===== src/rtl/div_pkg.sv =====
// Shared state type and constants for the iterative divider (div_iter_unit).
package div_pkg;

  typedef enum logic [1:0] {
    IDLE = 2'd0,
    BUSY = 2'd1,
    DONE = 2'd2
  } div_state_t;

  localparam int DIV_DATA_W = 32;
  localparam int DIV_CNT_W  = $clog2(DIV_DATA_W);

  // Divide-by-zero quotient: all ones, or its negation for a negative signed dividend.
  localparam logic [DIV_DATA_W-1:0] DIV_ZERO_LO     = 32'hFFFF_FFFF;
  localparam logic [DIV_DATA_W-1:0] DIV_ZERO_LO_NEG = 32'h0000_0001;

endpackage


===== src/rtl/div_iter_unit_if.sv =====
// Pipeline-side handshake and result bus of the EXE-stage divider.
interface div_iter_unit_if #(
  parameter int DATA_W = 32
);
  logic              EXE_IsDiv;
  logic              EXE_IsSigned;
  logic [DATA_W-1:0] EXE_rs;
  logic [DATA_W-1:0] EXE_rt;
  logic              MEM_Wr;
  logic              Flush_Exception;
  logic              DIVMULTBusy;
  logic              Div_Done;
  logic [DATA_W-1:0] LO_Wdata;
  logic [DATA_W-1:0] HI_Wdata;

  modport master (
    output EXE_IsDiv, EXE_IsSigned, EXE_rs, EXE_rt, MEM_Wr, Flush_Exception,
    input  DIVMULTBusy, Div_Done, LO_Wdata, HI_Wdata
  );

  modport slave (
    input  EXE_IsDiv, EXE_IsSigned, EXE_rs, EXE_rt, MEM_Wr, Flush_Exception,
    output DIVMULTBusy, Div_Done, LO_Wdata, HI_Wdata
  );
endinterface


===== src/rtl/div_restore_step.sv =====
// One combinational restoring-division step on magnitudes: shift {rem,quo} left, try subtract.
module div_restore_step #(
  parameter int DATA_W = 32
) (
  input  logic [DATA_W-1:0] i_rem,
  input  logic [DATA_W-1:0] i_quo,
  input  logic [DATA_W-1:0] i_divisor,
  output logic [DATA_W-1:0] o_rem,
  output logic [DATA_W-1:0] o_quo
);
  logic [DATA_W:0] w_shift;
  logic [DATA_W:0] w_trial;

  assign w_shift = {i_rem, i_quo[DATA_W-1]};
  assign w_trial = w_shift - {1'b0, i_divisor};

  // Keep the trial difference only when it did not go negative (bit DATA_W clear).
  always_comb begin
    o_quo = {i_quo[DATA_W-2:0], 1'b0};
    o_rem = w_shift[DATA_W-1:0];
    if (w_trial[DATA_W] == 1'b0) begin
      o_rem    = w_trial[DATA_W-1:0];
      o_quo[0] = 1'b1;
    end else begin
      o_rem    = w_shift[DATA_W-1:0];
    end
  end
endmodule


===== src/rtl/div_iter_unit.sv =====
// Multi-cycle 32-bit DIV/DIVU unit with stall handshake; DIV_ZERO_FAST_EN skips iteration for zero operands.
module div_iter_unit
  import div_pkg::*;
#(
  parameter int DATA_W = DIV_DATA_W
) (
  input  logic         clk,
  input  logic         rst,
  div_iter_unit_if.slave bus
);
  localparam logic [DIV_CNT_W-1:0] LAST_CNT = DIV_CNT_W'(DATA_W - 1);

  div_state_t           r_state;
  logic [DIV_CNT_W-1:0] r_cnt;
  logic [DATA_W-1:0]    r_rem;
  logic [DATA_W-1:0]    r_quo;
  logic [DATA_W-1:0]    r_div;
  logic                 r_qneg;
  logic                 r_rneg;
  logic [DATA_W-1:0]    r_lo;
  logic [DATA_W-1:0]    r_hi;

  logic                 w_start;
  logic [DATA_W-1:0]    w_rem_nx;
  logic [DATA_W-1:0]    w_quo_nx;
  logic [DATA_W-1:0]    w_quo_fix;
  logic [DATA_W-1:0]    w_rem_fix;

  // 0x80000000 maps to itself, which is its correct magnitude read as unsigned.
  function automatic logic [DATA_W-1:0] f_mag(input logic [DATA_W-1:0] v, input logic sgn);
    return (sgn && v[DATA_W-1]) ? (DATA_W'(0) - v) : v;
  endfunction

  assign w_start   = bus.EXE_IsDiv & ~bus.Flush_Exception;
  assign w_quo_fix = r_qneg ? (DATA_W'(0) - w_quo_nx) : w_quo_nx;
  assign w_rem_fix = r_rneg ? (DATA_W'(0) - w_rem_nx) : w_rem_nx;

  div_restore_step #(.DATA_W(DATA_W)) u_step (
    .i_rem     (r_rem),
    .i_quo     (r_quo),
    .i_divisor (r_div),
    .o_rem     (w_rem_nx),
    .o_quo     (w_quo_nx)
  );

  // Divider FSM: latch operands, iterate one step per cycle, hold result until retire.
  always_ff @(posedge clk or posedge rst) begin
    if (rst) begin
      r_state <= IDLE;
      r_cnt   <= '0;
      r_rem   <= '0;
      r_quo   <= '0;
      r_div   <= '0;
      r_qneg  <= 1'b0;
      r_rneg  <= 1'b0;
      r_lo    <= '0;
      r_hi    <= '0;
    end else begin
      case (r_state)
        IDLE: begin
          if (w_start) begin
            r_rem  <= '0;
            r_cnt  <= '0;
            r_quo  <= f_mag(bus.EXE_rs, bus.EXE_IsSigned);
            r_div  <= f_mag(bus.EXE_rt, bus.EXE_IsSigned);
            r_qneg <= bus.EXE_IsSigned & (bus.EXE_rs[DATA_W-1] ^ bus.EXE_rt[DATA_W-1]);
            r_rneg <= bus.EXE_IsSigned & bus.EXE_rs[DATA_W-1];
`ifdef DIV_ZERO_FAST_EN
            // Same values the full iteration would produce; divisor zero takes priority.
            if (bus.EXE_rt == {DATA_W{1'b0}}) begin
              r_lo    <= (bus.EXE_IsSigned && bus.EXE_rs[DATA_W-1]) ?
                         DATA_W'(DIV_ZERO_LO_NEG) : DATA_W'(DIV_ZERO_LO);
              r_hi    <= bus.EXE_rs;
              r_state <= DONE;
            end else if (bus.EXE_rs == {DATA_W{1'b0}}) begin
              r_lo    <= '0;
              r_hi    <= '0;
              r_state <= DONE;
            end else begin
              r_state <= BUSY;
            end
`else
            r_state <= BUSY;
`endif
          end else begin
            r_state <= IDLE;
          end
        end
        BUSY: begin
          if (bus.Flush_Exception) begin
            r_state <= IDLE;
          end else begin
            r_rem <= w_rem_nx;
            r_quo <= w_quo_nx;
            r_cnt <= r_cnt + DIV_CNT_W'(1);
            if (r_cnt == LAST_CNT) begin
              r_lo    <= w_quo_fix;
              r_hi    <= w_rem_fix;
              r_state <= DONE;
            end else begin
              r_state <= BUSY;
            end
          end
        end
        DONE: begin
          if (bus.Flush_Exception || bus.MEM_Wr) begin
            r_state <= IDLE;
          end else begin
            r_state <= DONE;
          end
        end
        default: r_state <= IDLE;
      endcase
    end
  end

  assign bus.DIVMULTBusy = (((r_state == IDLE) & w_start) | (r_state == BUSY)) & ~bus.Flush_Exception;
  assign bus.Div_Done    = (r_state == DONE);
  assign bus.LO_Wdata    = r_lo;
  assign bus.HI_Wdata    = r_hi;
endmodule


===== src/flat_wrapper.sv =====
// flat-port wrapper written by rule: the top's interface ports become plain ports
module div_iter_unit_flat import div_pkg::*;
#(
  parameter int DATA_W = DIV_DATA_W
)
  (clk, rst, bus_EXE_IsDiv, bus_EXE_IsSigned, bus_EXE_rs, bus_EXE_rt, bus_MEM_Wr, bus_Flush_Exception, bus_DIVMULTBusy, bus_Div_Done, bus_LO_Wdata, bus_HI_Wdata);
  div_iter_unit_if #(.DATA_W(DATA_W)) bus_i ();
  input  logic clk;
  input  logic rst;
  input wire logic [$bits(bus_i.EXE_IsDiv)-1:0] bus_EXE_IsDiv;
  input wire logic [$bits(bus_i.EXE_IsSigned)-1:0] bus_EXE_IsSigned;
  input wire logic [$bits(bus_i.EXE_rs)-1:0] bus_EXE_rs;
  input wire logic [$bits(bus_i.EXE_rt)-1:0] bus_EXE_rt;
  input wire logic [$bits(bus_i.MEM_Wr)-1:0] bus_MEM_Wr;
  input wire logic [$bits(bus_i.Flush_Exception)-1:0] bus_Flush_Exception;
  output wire logic [$bits(bus_i.DIVMULTBusy)-1:0] bus_DIVMULTBusy;
  output wire logic [$bits(bus_i.Div_Done)-1:0] bus_Div_Done;
  output wire logic [$bits(bus_i.LO_Wdata)-1:0] bus_LO_Wdata;
  output wire logic [$bits(bus_i.HI_Wdata)-1:0] bus_HI_Wdata;
  assign bus_i.EXE_IsDiv = bus_EXE_IsDiv;
  assign bus_i.EXE_IsSigned = bus_EXE_IsSigned;
  assign bus_i.EXE_rs = bus_EXE_rs;
  assign bus_i.EXE_rt = bus_EXE_rt;
  assign bus_i.MEM_Wr = bus_MEM_Wr;
  assign bus_i.Flush_Exception = bus_Flush_Exception;
  assign bus_DIVMULTBusy = bus_i.DIVMULTBusy;
  assign bus_Div_Done = bus_i.Div_Done;
  assign bus_LO_Wdata = bus_i.LO_Wdata;
  assign bus_HI_Wdata = bus_i.HI_Wdata;
  div_iter_unit #(.DATA_W(DATA_W)) u_core (.clk(clk), .rst(rst), .bus(bus_i));
endmodule

===== config.mk =====
export PLATFORM = sky130hd
export DESIGN_NAME = div_iter_unit_flat
export DESIGN_NICKNAME = d
export VERILOG_FILES = /design/src/rtl/div_pkg.sv /design/src/rtl/div_iter_unit_if.sv /design/src/rtl/div_restore_step.sv /design/src/rtl/div_iter_unit.sv /design/src/flat_wrapper.sv
export SDC_FILE = /design/constraint.sdc
export NUM_CORES = 1
export LEC_CHECK = 0
export BUFFER_PORTS_ARGS = -buffer_cell sky130_fd_sc_hd__buf_2
export CAP_MARGIN = 25
export CORE_MARGIN = 8
export CORE_UTILIZATION = 50
export DETAILED_ROUTE_END_ITERATION = 10
export HOLD_SLACK_MARGIN = 0.12
export PLACE_DENSITY = 0.78
export SLEW_MARGIN = 20
export SYNTH_ARGS = -nofsm -noshare
export SYNTH_HDL_FRONTEND = slang
export SYNTH_SLANG_ARGS = --single-unit

===== constraint.sdc =====
create_clock -name clk -period 7.7 [get_ports clk]
set_input_delay 1.54 -clock clk [delete_from_list [all_inputs] [get_ports clk]]
set_output_delay 1.54 -clock clk [all_outputs]
set_load 0.01 [all_outputs]

==> summary.md <==
| Metric | Value |
|---|---|
| Outcome | `completed` |
| Worst setup SP type | `register` |
| Setup crit end kind | `register` |
| Gr ovfl total | `0` |
| Syn Inst Count | `1494` |
| Row count | `57` |
| Peak supply drop | `0.230 mV` |
| Placed wire-length estimate | `26600 um` |
| Synthesized area | `12100 sq um` |
| Drt pass-1 iters | `7` |
| Most common cell after layout, fill and taps aside | `nand2_1` |
| Most used cells in the layout excluding fill and tap cells | `229 x nand2_1, 213 x o21ai_0, 169 x dfrtp_1` |
| CTS tree | `yes` |
| Crit-path max FO | `11` |
| Worst path slowest cell | `a21oi_1` |
| Max-slew violation count | `0` |
| Final nets | `1690` |
| Final setup fails | `0` |
| Setup crit start | `u_core.r_quo[31]` |
| Chip Height | `171 um` |
| Hold-fix buffers, CTS | `0` |
| Final min period | `5.44 ns` |
| Max_slew headroom | `30.2%` |
| Synthesized flop and latch total | `169` |
| Post-synthesis sequential area ratio | `35.1%` |
| RSZ-0062 raised after global routing | `no` |
| Tcrit/Tclk final | `70.6%` |
| H-tree depth | `4` |
| Worst Hold Margin | `0.473 ns` |
| Post-route ant nets | `0` |
| Post-synth EDFFs | `0` |
| Initial antenna violation count | `3` |
| Asr flop ratio synth | `100%` |
| Cts repair resizes | `0` |
| Clock latency on the worst-skew pair | `0.45 ns` |
| Synthesized net count | `1603` |
| Final core occ | `56.5%` |
| Drt drc | `0` |
| Max cap viols | `0` |
| Worst R2R Setup Slack | `2.26 ns` |
| WS Path Type | `reg -> reg` |
| Clock buffer depth | `2` |
| Root Buffer | `clkbuf_16` |
| Area growth, synth to finish | `12.5%` |
| Final TNS setup | `0 ns` |
| Initial Utilization | `50.2%` |
| Initial DRC count | `1063` |
| Routability cong. | `0.934` |
| Final setup margin | `2.26 ns` |
| Max Fclk | `184 MHz` |
| Share of layout cells above drive strength 1 | `13.7%` |
| Io pins | `136` |
| Die area | `29300 sq um` |
| Pin count of the biggest net entering global routing | `125` |
| Setup bufs post-CTS | `0` |
| Slew @ Worst Pin | `1.05 ns` |
| Crit path buf inv count | `2` |
| Vias in the first global route | `10627` |
| HP Class | `reg -> reg` |
| Main synth FF type | `dfrtp_1` |
| Chip width | `171 um` |
| Placed insts | `1884` |
| P_leak | `6.09 nW` |
| Hold path startpoint | `u_core.bus.HI_Wdata[9]` |
| Mean Syn Cell Area | `8.07 sq um` |
| CP top delay family | `compound AO/OA/AOI/OAI gates` |
| Delay of the slowest critical-path stage | `0.85 ns` |
| Distinct cell type count of the synthesized netlist | `86` |
| Vias | `11433` |
| Post-DP Area | `12900 sq um` |
| Layout Cells excl Fill | `1919` |
| Final Skew | `0.0150 ns` |
| First-pass GRT wire length | `56600 um` |
| Routed WL | `35000 um` |
| Pre-CTS setup slack | `2.32 ns` |
| Final instance area | `13600 sq um` |
| CP arrival | `5.76 ns` |
| TritonCTS Sinks | `169` |
| Worst-path clk slew | `0.08 ns` |
| Aggregate global-route resource usage | `24.0%` |
| PD cells | `361 nW/um^2` |
| Fill count | `2247` |
| Final Hold Vio Count | `0` |
| Synthesis Warnings | `0` |
| CTS Buf Count | `17` |
| Avg WL per Cell | `18.2 um` |
| WP data required | `8.02 ns` |
| CP Cell Sequence | `inv_1, ha_1, fa_1, nor2b_1, o31a_1, o21a_1, o211ai_1, a21oi_1, nor2_4, inv_1, nor2_1, a21oi_1, ha_1, and3_1, nand4_1, mux2_2, or3_1, o21ai_0, xnor2_1, o21ai_0` |
| Total Power | `4.90 mW` |
| Core area | `24000 sq um` |
| IO buf count | `135` |
| Vias per cell | `5.96` |
| Origin of the critical flop-to-flop path | `u_core.r_quo[31]` |
## cells by family after synthesis
kind of cell    share of synthesized area [%]
buf+inv                                  4.90
mux                                      2.65
compound gates                           23.3
simple gates                             20.4
xor+xnor                                 9.59
flops                                    35.1
fa+ha+maj                                4.11
## report_power, final
part	leakage (nW)	switching [mW]	internal [mW]
Sequential	2.24	0.224	1.03
Clock	0.295	0.448	0.444
Combinational	3.56	1.74	1.01
Total	6.09	2.41	2.48
## state kept, by name (all words and copies together) (netlist names), 2 cells and up
| name | flops |
|---|---|
| u_core.r_rem | 32 |
| u_core.bus.LO_Wdata | 32 |
| u_core.r_div | 32 |
| u_core.r_cnt | 5 |
| u_core.bus.HI_Wdata | 32 |
| u_core.r_state | 2 |
| u_core.r_quo | 32 |
## cell type report
cell class / count / area (sq um) / area share, %
Clock inverter: 15 / 193 / 1.42
Sequential cell: 169 / 4230 / 31.2
Multi-Input combinational cell: 1188 / 7280 / 53.6
Clock buffer: 17 / 425 / 3.14
Tap cell: 324 / 405 / 2.99
Timing Repair Buffer: 146 / 811 / 5.98
Inverter: 59 / 226 / 1.67
Antenna cell: 1 / 2.50 / 0.0184
## final timing paths
kind	endpoint	cells past startpoint
worst max-delay path	u_core.bus.HI_Wdata[24]	20
worst min-delay path	u_core.bus.HI_Wdata[9]	2
worst max register to register	u_core.bus.HI_Wdata[24]	20
worst min register to register	u_core.bus.HI_Wdata[9]	2
max in group asynchronous	u_core.r_div[17]	3
min in group asynchronous	u_core.bus.LO_Wdata[5]	2
## metal layers
layer,global-route usage (%),share of wire [%],vias to the layer above
li1,-,-,5503
met1,36.6,49,5377
met2,33.0,40,493
met3,5.55,9.4,56
met4,6.77,1.8,4
met5,0,0.051,-
## Yosys cell counts (4+ instances only)
cell,n,area (sq um)
a211oi_1,9,67.6
o21a_1,11,82.6
nor4_1,22,138
nor2b_1,10,62.6
and4_1,5,43.8
nand2b_1,11,68.8
a31oi_1,10,62.6
or4_1,17,128
mux2_2,7,78.8
nand2_1,230,863
buf_6,5,56.3
nor2_1,101,379
or2_2,7,43.8
nor3_1,26,130
or3_1,14,87.6
inv_1,59,221
nand4_1,10,62.6
a22o_1,5,43.8
a21oi_1,98,490
nor3b_1,4,30.0
dfrtp_1,169,4230
xnor2_1,57,499
o21ai_1,13,65.1
o31ai_1,34,255
ha_1,38,475
o21ai_0,213,1070
xor2_1,75,657
nand3b_1,4,30.0
buf_1,7,26.3
o41ai_1,14,123
clkbuf_1,60,225
a21o_1,10,75.1
and2_1,15,93.8
nand3_1,20,100
mux2i_1,24,240
## worst reg2reg max path, delay by kind of cell, from the launching register on
family	cells	cell delay [ns]
buf+inv	2	0.30
flops	1	0.44
mux	1	0.35
xor+xnor	1	0.14
compound gates	7	2.05
simple gates	6	1.05
fa+ha+maj	3	0.97
No activity file was read; power rests on OpenSTA's default activity.
